[src/rtl/sat_result_reporter_pkg.sv]
// sat_result_reporter_pkg: shared state encoding and blink slot phase constants.
package sat_result_reporter_pkg;
  typedef enum logic [1:0] {SCAN, REPORT, HALT} state_t;
  function automatic int quarter_len(input int slot_log2);
    return 1 << (slot_log2 - 2);
  endfunction
  function automatic int three_quarter_len(input int slot_log2);
    return 3 * quarter_len(slot_log2);
  endfunction
endpackage

[src/rtl/sat_result_reporter_blink_serializer.sv]
// sat_result_reporter_blink_serializer: blinks the witness MSB first, one slot per bit plus a blank slot.
module sat_result_reporter_blink_serializer
  import sat_result_reporter_pkg::*;
#(
  parameter int BITS = 3,
  parameter int SLOT_LOG2 = 22
) (
  input  logic          clk,
  input  logic          rst,
  input  logic          load,
  input  logic          run,
  input  logic [BITS:0] witness,
  output logic          led_out
);
  localparam int IW = $clog2(BITS + 2);
  localparam logic [SLOT_LOG2-1:0] Q = SLOT_LOG2'(quarter_len(SLOT_LOG2));
  localparam logic [SLOT_LOG2-1:0] TQ = SLOT_LOG2'(three_quarter_len(SLOT_LOG2));
  logic [BITS:0] wit, sh;
  logic [IW-1:0] idx;
  logic [SLOT_LOG2-1:0] phase;
  logic blank, slot_end, lit;
  always_comb begin
    blank = idx == IW'(BITS + 1);
    slot_end = &phase;
    lit = !blank && (phase < (sh[BITS] ? TQ : Q));
  end
  // Load emits slot 0 phase 0 directly, so counters start one position ahead of led_out.
  always_ff @(posedge clk) begin
    if (rst) begin
      wit <= '0;
      sh <= '0;
      idx <= '0;
      phase <= '0;
      led_out <= 1'b0;
    end else if (load) begin
      wit <= witness;
      sh <= witness;
      idx <= '0;
      phase <= SLOT_LOG2'(1);
      led_out <= 1'b1;
    end else if (run) begin
      led_out <= lit;
      phase <= phase + SLOT_LOG2'(1);
      if (slot_end) begin
        idx <= blank ? '0 : idx + IW'(1);
        sh <= blank ? wit : {sh[BITS-1:0], 1'b0};
      end
    end
  end
endmodule

[src/rtl/sat_result_reporter.sv]
// sat_result_reporter: captures the first satisfying vector, counts hits, and reports the sweep result on LEDs.
module sat_result_reporter
  import sat_result_reporter_pkg::*;
#(
  parameter int BITS = 3,
  parameter int SLOT_LOG2 = 22
) (
  input  logic            clk,
  input  logic            rst,
  input  logic            step,
  input  logic [BITS:0]   vec,
  input  logic            hit,
  input  logic            last,
  output logic [BITS+1:0] count,
  output logic [BITS:0]   witness,
  output logic            found,
  output logic            done,
  output logic            led_out,
  output logic            led_unsat
);
  state_t state;
  logic take, found_d;
  logic [BITS:0] wit_d;
  always_comb begin
    take = state == SCAN && step;
    found_d = found || hit;
    wit_d = (!found && hit) ? vec : witness;
  end
  always_ff @(posedge clk) begin
    if (rst) begin
      state <= SCAN;
      count <= '0;
      witness <= '0;
      found <= 1'b0;
      done <= 1'b0;
      led_unsat <= 1'b0;
    end else if (take) begin
      if (hit) begin
        count <= count + (BITS+2)'(1);
        witness <= wit_d;
        found <= 1'b1;
      end
      if (last) begin
        state <= found_d ? REPORT : HALT;
        done <= 1'b1;
        led_unsat <= !found_d;
      end
    end
  end
  // The serializer needs this step's capture, so it loads from the next-witness value.
  sat_result_reporter_blink_serializer #(.BITS(BITS), .SLOT_LOG2(SLOT_LOG2)) u_blink (
    .clk(clk),
    .rst(rst),
    .load(take && last && found_d),
    .run(state == REPORT),
    .witness(wit_d),
    .led_out(led_out)
  );
endmodule

[config.mk]
export PLATFORM = sky130hd
export DESIGN_NAME = sat_result_reporter
export DESIGN_NICKNAME = d
export VERILOG_FILES = /design/src/rtl/sat_result_reporter_pkg.sv /design/src/rtl/sat_result_reporter_blink_serializer.sv /design/src/rtl/sat_result_reporter.sv
export SDC_FILE = /design/constraint.sdc
export NUM_CORES = 1
export LEC_CHECK = 0
export BUFFER_PORTS_ARGS = -buffer_cell sky130_fd_sc_hd__buf_2
export CAP_MARGIN = 20
export CORE_MARGIN = 2
export CORE_UTILIZATION = 25
export CTS_BUF_LIST = sky130_fd_sc_hd__clkbuf_8
export DETAILED_ROUTE_END_ITERATION = 6
export HOLD_SLACK_MARGIN = 0.02
export PLACE_DENSITY = 0.5
export SLEW_MARGIN = 40
export SYNTH_ARGS = -nofsm -noshare
export SYNTH_HDL_FRONTEND = slang
export SYNTH_SLANG_ARGS = --single-unit
export TNS_END_PERCENT = 1
[constraint.sdc]
create_clock -name clk -period 2 [get_ports clk]
set_input_delay 0.2 -clock clk [delete_from_list [all_inputs] [get_ports clk]]
set_output_delay 0.2 -clock clk [all_outputs]
set_load 0.01 [all_outputs]
==> summary.md <==
| Metric | Value |
|---|---|
| Status | complete, no violations |
| Top_reg_cell synth | dfxtp_1 |
| Clock skew | between 10 and 15 ps |
| Syn Area/Cell | between 8 and 9 um2 |
| DRT iter0 DRCs | between 50 and 60 |
| Wire length on met3 | 140 um |
| RSZ-0062 raised after global routing | false |
| Synth area leaders | dfxtp_1, nor2_1, xor2_1, a21oi_1, mux2i_1 |
| Largest net degree at the start of global routing | 21 |
| H-tree level count | 2 |
| Pint | 1.34 mW |
| Via count | roughly 1800 |
| Mapped cell area | around 2200 um2 |
| Clk slew on worst S/H paths | 80 ps |
| EDFF count, synth | 0 |
| Register area share after synthesis | 42.0% |
| Routability cong. | between 0.7 and 0.8 |
| N_diodes | 0 |
| Worst-margin pin slew | about 430 ps |
| Wire per inst | between 10 and 15 um |
| Clk pwr share | a little over a third |
| Leakage | roughly 0.96 nW |
| DRC Markers | 0 |
| CTS buffer count | 5 |
| Layout cell share with drive strength beyond 1 | around 18% |
| Cts hold-fix bufs | 0 |
| Total clock sinks | 47 |
| Critical path peak fanout | 12 |
| Root buffer cell | clkbuf_8 |
| Final hold vios | 0 |
| Vias in the first global route | between 1500 and 2000 |
| P&R area growth vs syn | 14.3% |
| VDD IR max | ~230 uV |
| Placed cell areas | between 2000 and 2500 um2 |
| Post-CTS Setup Inserts | 0 |
| Comb pwr share | under 10% |
| Setup-failing EPs final | 0 |
| Fin Setup TNS | 0 ps |
| PwrDens | 689 nW/um2 |
| # rows | 34 |
| Switching Share | between 20% and 30% |
| Max layer used | met4 |
| Design area | ~2600 um2 |
| I/O Buffers | 21 |
| Crit end category | flip-flop |
| Crit path kind | reg -> reg |
| CP max stage delay | roughly 490 ps |
| Worst setup SP type | flip-flop |
| Synth Register Bits | 47 |
| Sequential share of power | between 50% and 60% |
| Synth top area share | 42.0% |
| Max-slew violations | 0 |
| HP Class | in -> reg |
| GRT overflow | 0 |
| Max Cap Viol | 0 |
| Crit path buffers/inverters | 0 |
| Most frequent cells in the layout | dfxtp_1, nor2_1, buf_2, a21oi_1, nand2_1 |
| Fmax | a little under 0.6 GHz |
| Routed WL | between 4 and 5 mm |
| First-pass GRT wire length | a little over 8 mm |
| Headroom to the max-slew limit | between 70% and 80% |
| Crit-path slowest cell | or4_1 |
| Clk buf depth | 2 |
| Cell chain of the critical path | and3_1 > nand3_2 > or4_1 > a21oi_1 |
| Initial antenna violation count | 0 |
| Synth Warn # | 0 |
| Most common cell after layout, fill and taps aside | dfxtp_1 |
| Synth unique cells | 44 |
| Met1 WL | 2.31 mm |
| Routed met2 length | around 2.2 mm |
| DRT Pass-1 Iters | 5 |
| DRT antenna net count | 0 |
| Worst skew pair latency | 300 ps |
| Die width | between 90 and 100 um |
| Die boundary height | ~100 um |
| GRT Util Overall | between 10% and 20% |
| Fillcell total | 945 |
| Psw | 0.425 mW |
| Initial Util | around 26% |
| Ys async rst share | 0% |
| Post-DP HPWL | ~3.3 mm |
| Fin crit period | around 1700 ps |
| Boundary pin count | 22 |
| Final nets | between 200 and 300 |
| Net count after synthesis | about 260 |
| Vias per cell | around 4.8 |
| CTS tree | done |
| Req. time, crit path | around 2200 ps |
| Crit path DAT | 1950 ps |
| # resized after CTS | 0 |
| Gate Count Post-Synth | 250 |
| Core footprint | 8720 um2 |
| Synth area leader | dfxtp_1 |
| Die ar. | 9730 um2 |
| CP delay by family, top | simple AND/OR/NAND/NOR gates |
| Tcrit/Tclk final | 86.0% |
kinds of logic after synthesis:
logic type	synth area share, %
buffers and inverters	4.75
muxes	5.59
DFF	42.0
adders and majority gates	2.79
xor gates and xnor gates	5.47
AOI/OAI and AO/OA	14.4
and+or+nand+nor	25.0
sequential cells by signal, indices dropped and copies added, names as in the netlist:
signal           cells
u_blink.phase       22
count                5
u_blink.sh           4
u_blink.led_out      1
u_blink.idx          3
done                 1
state                1
led_unsat            1
u_blink.wit          4
witness              4
found                1
path summary, 6_finish.rpt:
| kind | start | end | slack (ps) | cells past startpoint |
|---|---|---|---|---|
| worst max-delay path | u_blink.phase[2]$_SDFFE_PP0N_ | u_blink.phase[14]$_SDFFE_PP0N_ | 280 | 4 |
| worst min-delay path | vec[0] | witness[0]$_SDFFE_PP0P_ | 170 | 3 |
| worst max register to register | u_blink.phase[2]$_SDFFE_PP0N_ | u_blink.phase[14]$_SDFFE_PP0N_ | 280 | 4 |
| worst min register to register | u_blink.wit[1]$_SDFFE_PP0P_ | u_blink.wit[1]$_SDFFE_PP0P_ | 460 | 2 |
layout make-up:
cell class / count / area (um2) / area share [%]
flip-flops and latches: 47 / 941 / 36.8
clock inverters: 1 / 7.51 / 0.293
well taps: 108 / 135 / 5.28
repair buffers: 29 / 165 / 6.45
multi-input cells: 181 / 1190 / 46.6
inverters: 6 / 22.5 / 0.880
clock buffers: 7 / 96.3 / 3.76
per-stage QoR:
| stage | instances | power (mW) | utilization, % | hold slack [ps] | worst slack (ps) |
|---|---|---|---|---|---|
| after floorplan | 250 | 1.10 | - | 348 | 435 |
| final | 379 | 1.76 | 29.4 | 170 | 280 |
| after global placement | 371 | 1.15 | 28.2 | 444 | 312 |
| after global routing | 379 | 1.85 | 29.4 | 160 | 76.9 |
| after CTS | 379 | 1.80 | 29.4 | 156 | 257 |
| after detailed placement | 371 | 1.15 | 28.2 | 449 | 299 |
cell usage after synthesis, types with 2 or more instances:
cell       count
dfxtp_1       47
nor2_1        27
a21oi_1       18
nand2_1       17
nand4_1       12
nand3_1       11
xor2_1        11
o21ai_0        9
mux2i_1        8
buf_2          7
clkbuf_1       7
inv_1          6
or3_1          6
ha_1           5
nand2b_1       5
and2_1         4
and4_1         4
mux2_2         4
nor3_1         4
o311ai_0       3
o41ai_1        3
xnor2_1        3
a211oi_1       2
a31oi_1        2
and3_1         2
and3b_1        2
buf_6          2
o2111ai_1      2
o221ai_1       2
worst min-delay path, cell delays in order:
cell,delay (ps)
buf_2,110
nand3_1,60
a21oi_1,50
power groups by stage:
stage	logic [mW]	clock network, mW	registers [mW]
after detailed placement	0.148	0	0.999
after global routing	0.164	0.704	0.982
final	0.146	0.640	0.977
after floorplan	0.0950	0	1.00
after CTS	0.149	0.671	0.978
after global placement	0.146	0	0.999
metal layers:
metal | vias up | GRT usage [%]
li1 | 931 | -
met4 | 0 | 3.37
met3 | 2 | 2.34
met2 | 20 | 16.2
met5 | - | 0
met1 | 878 | 13.5
(Power assumes the default switching activity.)
